## config.mk

```make
export PLATFORM = sky130hd
export DESIGN_NAME = clk_mode_ctrl
export DESIGN_NICKNAME = d
export VERILOG_FILES = /design/src/rtl/clk_mode_ctrl.sv
export SDC_FILE = /design/constraint.sdc
export NUM_CORES = 1
export LEC_CHECK = 0
export CORE_UTILIZATION = 50
export CTS_CLUSTER_DIAMETER = 100
export CTS_CLUSTER_SIZE = 28
export DETAILED_ROUTE_END_ITERATION = 8
export GPL_TIMING_DRIVEN = 0
export PLACE_DENSITY = 0.73
export SYNTH_ARGS = -nofsm -noshare
export SYNTH_HDL_FRONTEND = slang
export SYNTH_SLANG_ARGS = --single-unit
export TNS_END_PERCENT = 5
```

## constraint.sdc

```tcl
create_clock -name clk_50M -period 3.4 [get_ports clk_50M]
set_input_delay 0.68 -clock clk_50M [delete_from_list [all_inputs] [get_ports clk_50M]]
set_output_delay 0.68 -clock clk_50M [all_outputs]
set_load 0.05 [all_outputs]
```

## src/rtl/clk_mode_ctrl.sv

```systemverilog
// clk_mode_ctrl: debounced key stepping of the divider select code.
// The divider output is muted through gate around every select change.
//
// Parameters:
//   DEB_CYCLES   stable cycles before a key level is accepted
//   GUARD_CYCLES gate-low cycles before and after a select change
//   DWELL_CYCLES auto-sweep dwell per mode (CLK_MODE_AUTOSWEEP_EN only)
// Ports:
//   clk_50M    in   system clock
//   rst        in   async reset, active-low
//   key_next_n in   pushbutton, active-low, step to next mode
//   key_prev_n in   pushbutton, active-low, step to previous mode
//   auto_en    in   auto-sweep enable (used only with the macro)
//   sel        out  8-bit divider select code
//   gate       out  divider output enable
//   mode_idx   out  current mode index 0..9
//   busy       out  high while a change is in progress
// Build option: define CLK_MODE_AUTOSWEEP_EN to add the dwell sweep.
module clk_mode_ctrl #(
   parameter int unsigned DEB_CYCLES   = 1000000,
   parameter int unsigned GUARD_CYCLES = 64,
   parameter int unsigned DWELL_CYCLES = 50000000
) (
   input  logic       clk_50M,
   input  logic       rst,
   input  logic       key_next_n,
   input  logic       key_prev_n,
   input  logic       auto_en,
   output logic [7:0] sel,
   output logic       gate,
   output logic [3:0] mode_idx,
   output logic       busy
);

   localparam int DW = $clog2(DEB_CYCLES + 1);
   localparam int GW = $clog2(GUARD_CYCLES + 1);
   localparam logic [DW-1:0] DEB_MAX = DW'(DEB_CYCLES);
   localparam logic [GW-1:0] G_LAST  = GW'(GUARD_CYCLES);
   localparam logic [GW-1:0] G_ONE   = GW'(1);

   typedef enum logic [1:0] {IDLE, MUTE, SWITCH, SETTLE} state_t;
   typedef enum logic [1:0] {P_NONE, P_NEXT, P_PREV} pend_t;

   // bit 0 = next key, bit 1 = prev key
   logic [1:0]         key_raw;
   logic [1:0]         s1_q;
   logic [1:0]         s2_q;
   logic [1:0]         acc_q;
   logic [1:0]         press_q;
   logic [1:0][DW-1:0] deb_q;

   state_t      state_q;
   pend_t       pend_q;
   pend_t       pend_d;
   logic [GW-1:0] gcnt_q;
   logic [3:0]  idx_q;
   logic [3:0]  tgt_q;
   logic [7:0]  sel_q;
   logic        gate_q;
   logic        busy_q;

   logic ev_next;
   logic ev_prev;
   logic req_next;
   logic req_prev;
   logic dwell_fire;

   function automatic logic [3:0] step_up(input logic [3:0] i);
      return (i == 4'd9) ? 4'd0 : i + 4'd1;
   endfunction

   function automatic logic [3:0] step_dn(input logic [3:0] i);
      return (i == 4'd0) ? 4'd9 : i - 4'd1;
   endfunction

   function automatic logic [7:0] sel_of(input logic [3:0] i);
      logic [7:0] s;
      unique case (i)
         4'd0:    s = 8'd0;
         4'd1:    s = 8'd1;
         4'd2:    s = 8'd2;
         4'd3:    s = 8'd4;
         4'd4:    s = 8'd8;
         4'd5:    s = 8'd16;
         4'd6:    s = 8'd32;
         4'd7:    s = 8'd64;
         4'd8:    s = 8'd128;
         4'd9:    s = 8'd192;
         default: s = 8'd0;
      endcase
      return s;
   endfunction

   assign key_raw = {key_prev_n, key_next_n};

   // Counter runs while the synced level disagrees with the accepted
   // one; the level is taken after DEB_CYCLES+1 disagreeing cycles.
   always_ff @(posedge clk_50M or negedge rst) begin
      if (!rst) begin
         s1_q    <= '1;
         s2_q    <= '1;
         acc_q   <= '1;
         press_q <= '0;
         deb_q   <= '0;
      end else begin
         s1_q <= key_raw;
         s2_q <= s1_q;
         for (int k = 0; k < 2; k++) begin
            press_q[k] <= 1'b0;
            if (s2_q[k] == acc_q[k]) begin
               deb_q[k] <= '0;
            end else if (deb_q[k] == DEB_MAX) begin
               deb_q[k]   <= '0;
               acc_q[k]   <= s2_q[k];
               press_q[k] <= ~s2_q[k];
            end else begin
               deb_q[k] <= deb_q[k] + 1'b1;
            end
         end
      end
   end

   assign ev_next  = press_q[0];
   assign ev_prev  = press_q[1];
   assign req_next = (ev_next & ~ev_prev) | dwell_fire;
   assign req_prev = ev_prev & ~ev_next;

`ifdef CLK_MODE_AUTOSWEEP_EN
   localparam int WW = $clog2(DWELL_CYCLES + 1);
   localparam logic [WW-1:0] DWELL_LAST = WW'(DWELL_CYCLES - 1);

   logic [WW-1:0] dwell_q;

   // Fires on the last cycle of a full dwell spent idle.
   assign dwell_fire = auto_en & (state_q == IDLE) &
                       ~ev_next & ~ev_prev &
                       (dwell_q == DWELL_LAST);

   always_ff @(posedge clk_50M or negedge rst) begin
      if (!rst) begin
         dwell_q <= '0;
      end else if (!auto_en || (state_q != IDLE) ||
                   ev_next || ev_prev || dwell_fire) begin
         dwell_q <= '0;
      end else begin
         dwell_q <= dwell_q + 1'b1;
      end
   end
`else
   logic unused_auto;

   assign dwell_fire  = 1'b0;
   assign unused_auto = auto_en;
`endif

   // Pending direction merged with this cycle's request; a newer
   // request wins and opposite events together cancel.
   always_comb begin
      pend_d = pend_q;
      if (ev_next && ev_prev) begin
         pend_d = P_NONE;
      end else if (req_next) begin
         pend_d = P_NEXT;
      end else if (req_prev) begin
         pend_d = P_PREV;
      end
   end

   // Counters start at 1 on entry so each guard phase lasts exactly
   // GUARD_CYCLES; the reset value of 0 gives one extra cycle.
   always_ff @(posedge clk_50M or negedge rst) begin
      if (!rst) begin
         state_q <= SETTLE;
         pend_q  <= P_NONE;
         gcnt_q  <= '0;
         idx_q   <= 4'd0;
         tgt_q   <= 4'd0;
         sel_q   <= 8'd0;
         gate_q  <= 1'b0;
         busy_q  <= 1'b1;
      end else begin
         case (state_q)
            IDLE: begin
               pend_q <= P_NONE;
               if (pend_d != P_NONE) begin
                  tgt_q   <= (pend_d == P_NEXT) ? step_up(idx_q)
                                                : step_dn(idx_q);
                  state_q <= MUTE;
                  gcnt_q  <= G_ONE;
                  gate_q  <= 1'b0;
                  busy_q  <= 1'b1;
               end
            end
            MUTE: begin
               pend_q <= pend_d;
               if (gcnt_q == G_LAST) begin
                  // New code becomes visible during the SWITCH cycle.
                  state_q <= SWITCH;
                  gcnt_q  <= '0;
                  idx_q   <= tgt_q;
                  sel_q   <= sel_of(tgt_q);
               end else begin
                  gcnt_q <= gcnt_q + 1'b1;
               end
            end
            SWITCH: begin
               pend_q  <= pend_d;
               state_q <= SETTLE;
               gcnt_q  <= G_ONE;
            end
            SETTLE: begin
               if (gcnt_q == G_LAST) begin
                  pend_q <= P_NONE;
                  if (pend_d != P_NONE) begin
                     // Chain straight into the next change, gate stays low.
                     tgt_q   <= (pend_d == P_NEXT) ? step_up(idx_q)
                                                   : step_dn(idx_q);
                     state_q <= MUTE;
                     gcnt_q  <= G_ONE;
                  end else begin
                     state_q <= IDLE;
                     gcnt_q  <= '0;
                     gate_q  <= 1'b1;
                     busy_q  <= 1'b0;
                  end
               end else begin
                  pend_q <= pend_d;
                  gcnt_q <= gcnt_q + 1'b1;
               end
            end
            default: begin
               state_q <= SETTLE;
               gcnt_q  <= '0;
            end
         endcase
      end
   end

   assign sel      = sel_q;
   assign gate     = gate_q;
   assign mode_idx = idx_q;
   assign busy     = busy_q;

endmodule

```

==> results of run 1 <==
==> cell families after synthesis <==
logic type               synth area share
AO/OA/AOI/OAI                     0.07046
XOR/XNOR                           0.1041
adder cells (fa/ha/maj)           0.03232
buffers and inverters             0.02714
flip-flops                         0.5006
multiplexers                      0.02036
AND/OR/NAND/NOR                    0.2450
==> cell type report <==
class | instances | area [sq um]
Buffer | 10 | 56.30
Clock buffer | 10 | 137.6
Clock inverter | 6 | 62.56
Fill cell | 620 | 2979
Inverter | 13 | 48.80
Multi-Input combinational cell | 277 | 1828
Sequential cell | 77 | 1938
Tap cell | 99 | 123.9
Timing Repair Buffer | 18 | 195.2
==> per-layer routing <==
| metal | part of all wire | wire (microns) | up-vias | global-route usage |
|---|---|---|---|---|
| li1 | - | - | 1358 | - |
| met1 | 0.49 | 3228 | 1327 | 0.2383 |
| met2 | 0.47 | 3077 | 25 | 0.2763 |
| met3 | 0.023 | 152 | 11 | 0.03807 |
| met4 | 0.016 | 106 | 0 | 0.08468 |
| met5 | 0 | 0 | - | 0 |
==> metrics by stage <==
stage	power [uW]	area, sq um
floorplan	971.8	3871
global placement	999.3	4165
detailed placement	1003	4190
CTS	1702	4390
global route	1746	4390
finish	1678	4390
==> placed cells by master (no fill, tap or decap), types with 3 or more instances in the layout <==
master | netlist | routed
nand2_1 | 31 | 31
and4_1 | 5 | 5
and3_1 | 7 | 7
dfstp_2 | 9 | 9
nor2b_1 | 3 | 3
clkbuf_8 | 0 | 10
xnor2_1 | 16 | 16
xor2_1 | 30 | 30
o21ai_1 | 4 | 4
clkdlybuf4s50_1 | 0 | 16
nor4b_1 | 4 | 4
nand4_1 | 10 | 10
o41ai_1 | 3 | 3
nor3_2 | 5 | 5
buf_4 | 2 | 3
dfrtp_1 | 68 | 68
ha_1 | 10 | 10
nor2_1 | 58 | 58
buf_2 | 3 | 3
o21ai_0 | 6 | 6
nand3_1 | 25 | 25
clkinv_2 | 0 | 3
nor3_1 | 8 | 8
mux2_2 | 5 | 5
nand2b_1 | 8 | 8
inv_1 | 12 | 12
a21oi_1 | 4 | 4
clkbuf_1 | 3 | 3
a21o_1 | 3 | 3
==> report_power, final <==
part,internal (uW),switching (uW),total (uW),leakage (uW)
Sequential,926,8.44,934,0.00104
Combinational,16.8,32.8,49.6,0.000772
Clock,357,337,695,0.000106
Total,1300,378,1680,0.00192
==> worst max path at each step <==
stage / end / slack (ns) / start
global placement: deb_q[29] / -0.96 / rst
floorplan: tgt_q[1] / 1.68 / state_q[0]
detailed placement: busy / 1.39 / busy
CTS: mode_idx[1] / 1.0 / mode_idx[1]
finish: mode_idx[1] / 1.00 / mode_idx[1]
global route: mode_idx[1] / 0.95 / mode_idx[1]
==> state kept, by name, indices dropped and copies added (netlist names) <==
signal,count
s1_q,2
busy,1
tgt_q,4
acc_q,2
deb_q,40
pend_q,2
sel,8
mode_idx,4
press_q,2
s2_q,2
gate,1
gcnt_q,7
state_q,2
==> flow_summary.ini, run 1 <==
[setup_path]
crit_cells = 1
rr_worst_depth = 6
worstPathRequired_ns = 2.72
crit_family = buffers and inverters
rrSetupSlack_ns = 1.43
slowest_stage = clkdlybuf4s50_1
cp_cell_sequence = clkdlybuf4s50_1
cpPeakStageDelay_ns = 0.86
r2r-start = state_q[0]
crit_type = flip-flop to primary output
rr_endpoint = tgt_q[1]
start_kind = flip-flop
worst-path-buf-inv = 1
critPathMaxFanout = 8
end_kind = primary output
arrival_ns = 1.72

[route]
routed_wl_mm = 6.565
drt-pass1-iter-count = 4
wl_per_cell_microns = 12.87
vias = 2721
vias_per_cell = 5.335
drcViolationCount = 0
antenna_left = 0
first_iter_violations = 56

[synth]
synth.cell_area_sq_um = 3871
yosysTopAreaCell = dfrtp_1
yosysTopAreaCellShare = 0.4396
syn_nets = 392
synth_common_cells = dfrtp_1, nor2_1, nand2_1
synth_edf_count = 0
seq_area_frac_synth = 0.5006
yosysWarnings = 0
syn_area_per_cell_sq_um = 10.27
synthArstFlopShare = 1.000
ys_ff_latch = 77
synth_cell_types = 56
syn-instance-count = 377
ys_top_cells_by_area = dfrtp_1, xor2_1, dfstp_2
yosysMostFrequentCell = dfrtp_1
ys.flop_type = dfrtp_1

[sta]
max_freq_mhz = 417.0
period_minus_slack_ns = 2.398
setup_slack_ns = 1.002
whs_ns = 0.2291
tightest_slew_ns = 0.4953
drv_slew = 0
post-route-period-util = 0.7054
setup_tns_ns = 0
hold_violations = 0
maxSlewHeadroom = 0.6688
fin_skew_ns = 0.01273
setup_viol = 0
rsz0062_at_grt = no

[global_route]
gr-usage-all-layers = 0.1778
antenna_found_initial = 0
grt_pass1_vias = 2556
grt-ovfl-total = 0
grt_pass1_wl_mm = 11.56
grt_max_degree = 51

[clock_network]
htree_levels = 3
postCtsHoldBufs = 0
post_cts_buffers = 0
cts_tree = built
clock-sinks = 77
cts-root-buf = clkbuf_8
cts_resized = 0
path_clk_slew_ns = 0.09
cts_buffers = 9
worst_skew_pair.late_latency_ns = 0.36
cts_buffer_depth = 2

[pwr]
p_leak_uw = 0.001917
peakVddDrop_uv = 240.6
p_per_area_nw_per_um2 = 382.2

[floorplanning]
dieArea_sq_um = 8098
rows = 31
start_util = 0.5253
die_h_microns = 89.99
die_x_microns = 89.99
ioPinCount = 19
core_sq_um = 7370

[placement]
dp_slack_ns = 1.394
gp_congestion = 0.7868
dp_hpwl_mm = 4.610
dpl.cell_count = 494
io_buffers = 17

[cells_and_area]
drive_above_1_share = 0.1265
stdcell_count = 510
diodes = 0
layout.nets = 421
syn2layout_area_growth_pct = 13.41
utilization = 0.5958

[run_status]
outcome = finished clean

[worst_hold_path]
hp-class = input port to async pin

[flow_run]
timing.max_cap.violations = 0
Power figures use the tool's default switching activity.
==> run 2: changes to the inputs <==
- clock period: 3.4 -> 2.4 ns (I/O delays scaled with it)
==> results of run 2 <==
Same layout as run 1 (identical final DEF). Status: finished clean.
Among the figures that moved: setup slack after placement 1.394 ns -> 0.4616 ns; setup slack after layout 1.002 ns -> 0.2018 ns; hold slack 0.2291 ns -> 0.02909 ns; register-to-register setup slack 1.43 ns -> 0.43 ns; total power 1678 uW -> 2377 uW; worst IR drop on VDD 240.6 uV -> 340.9 uV
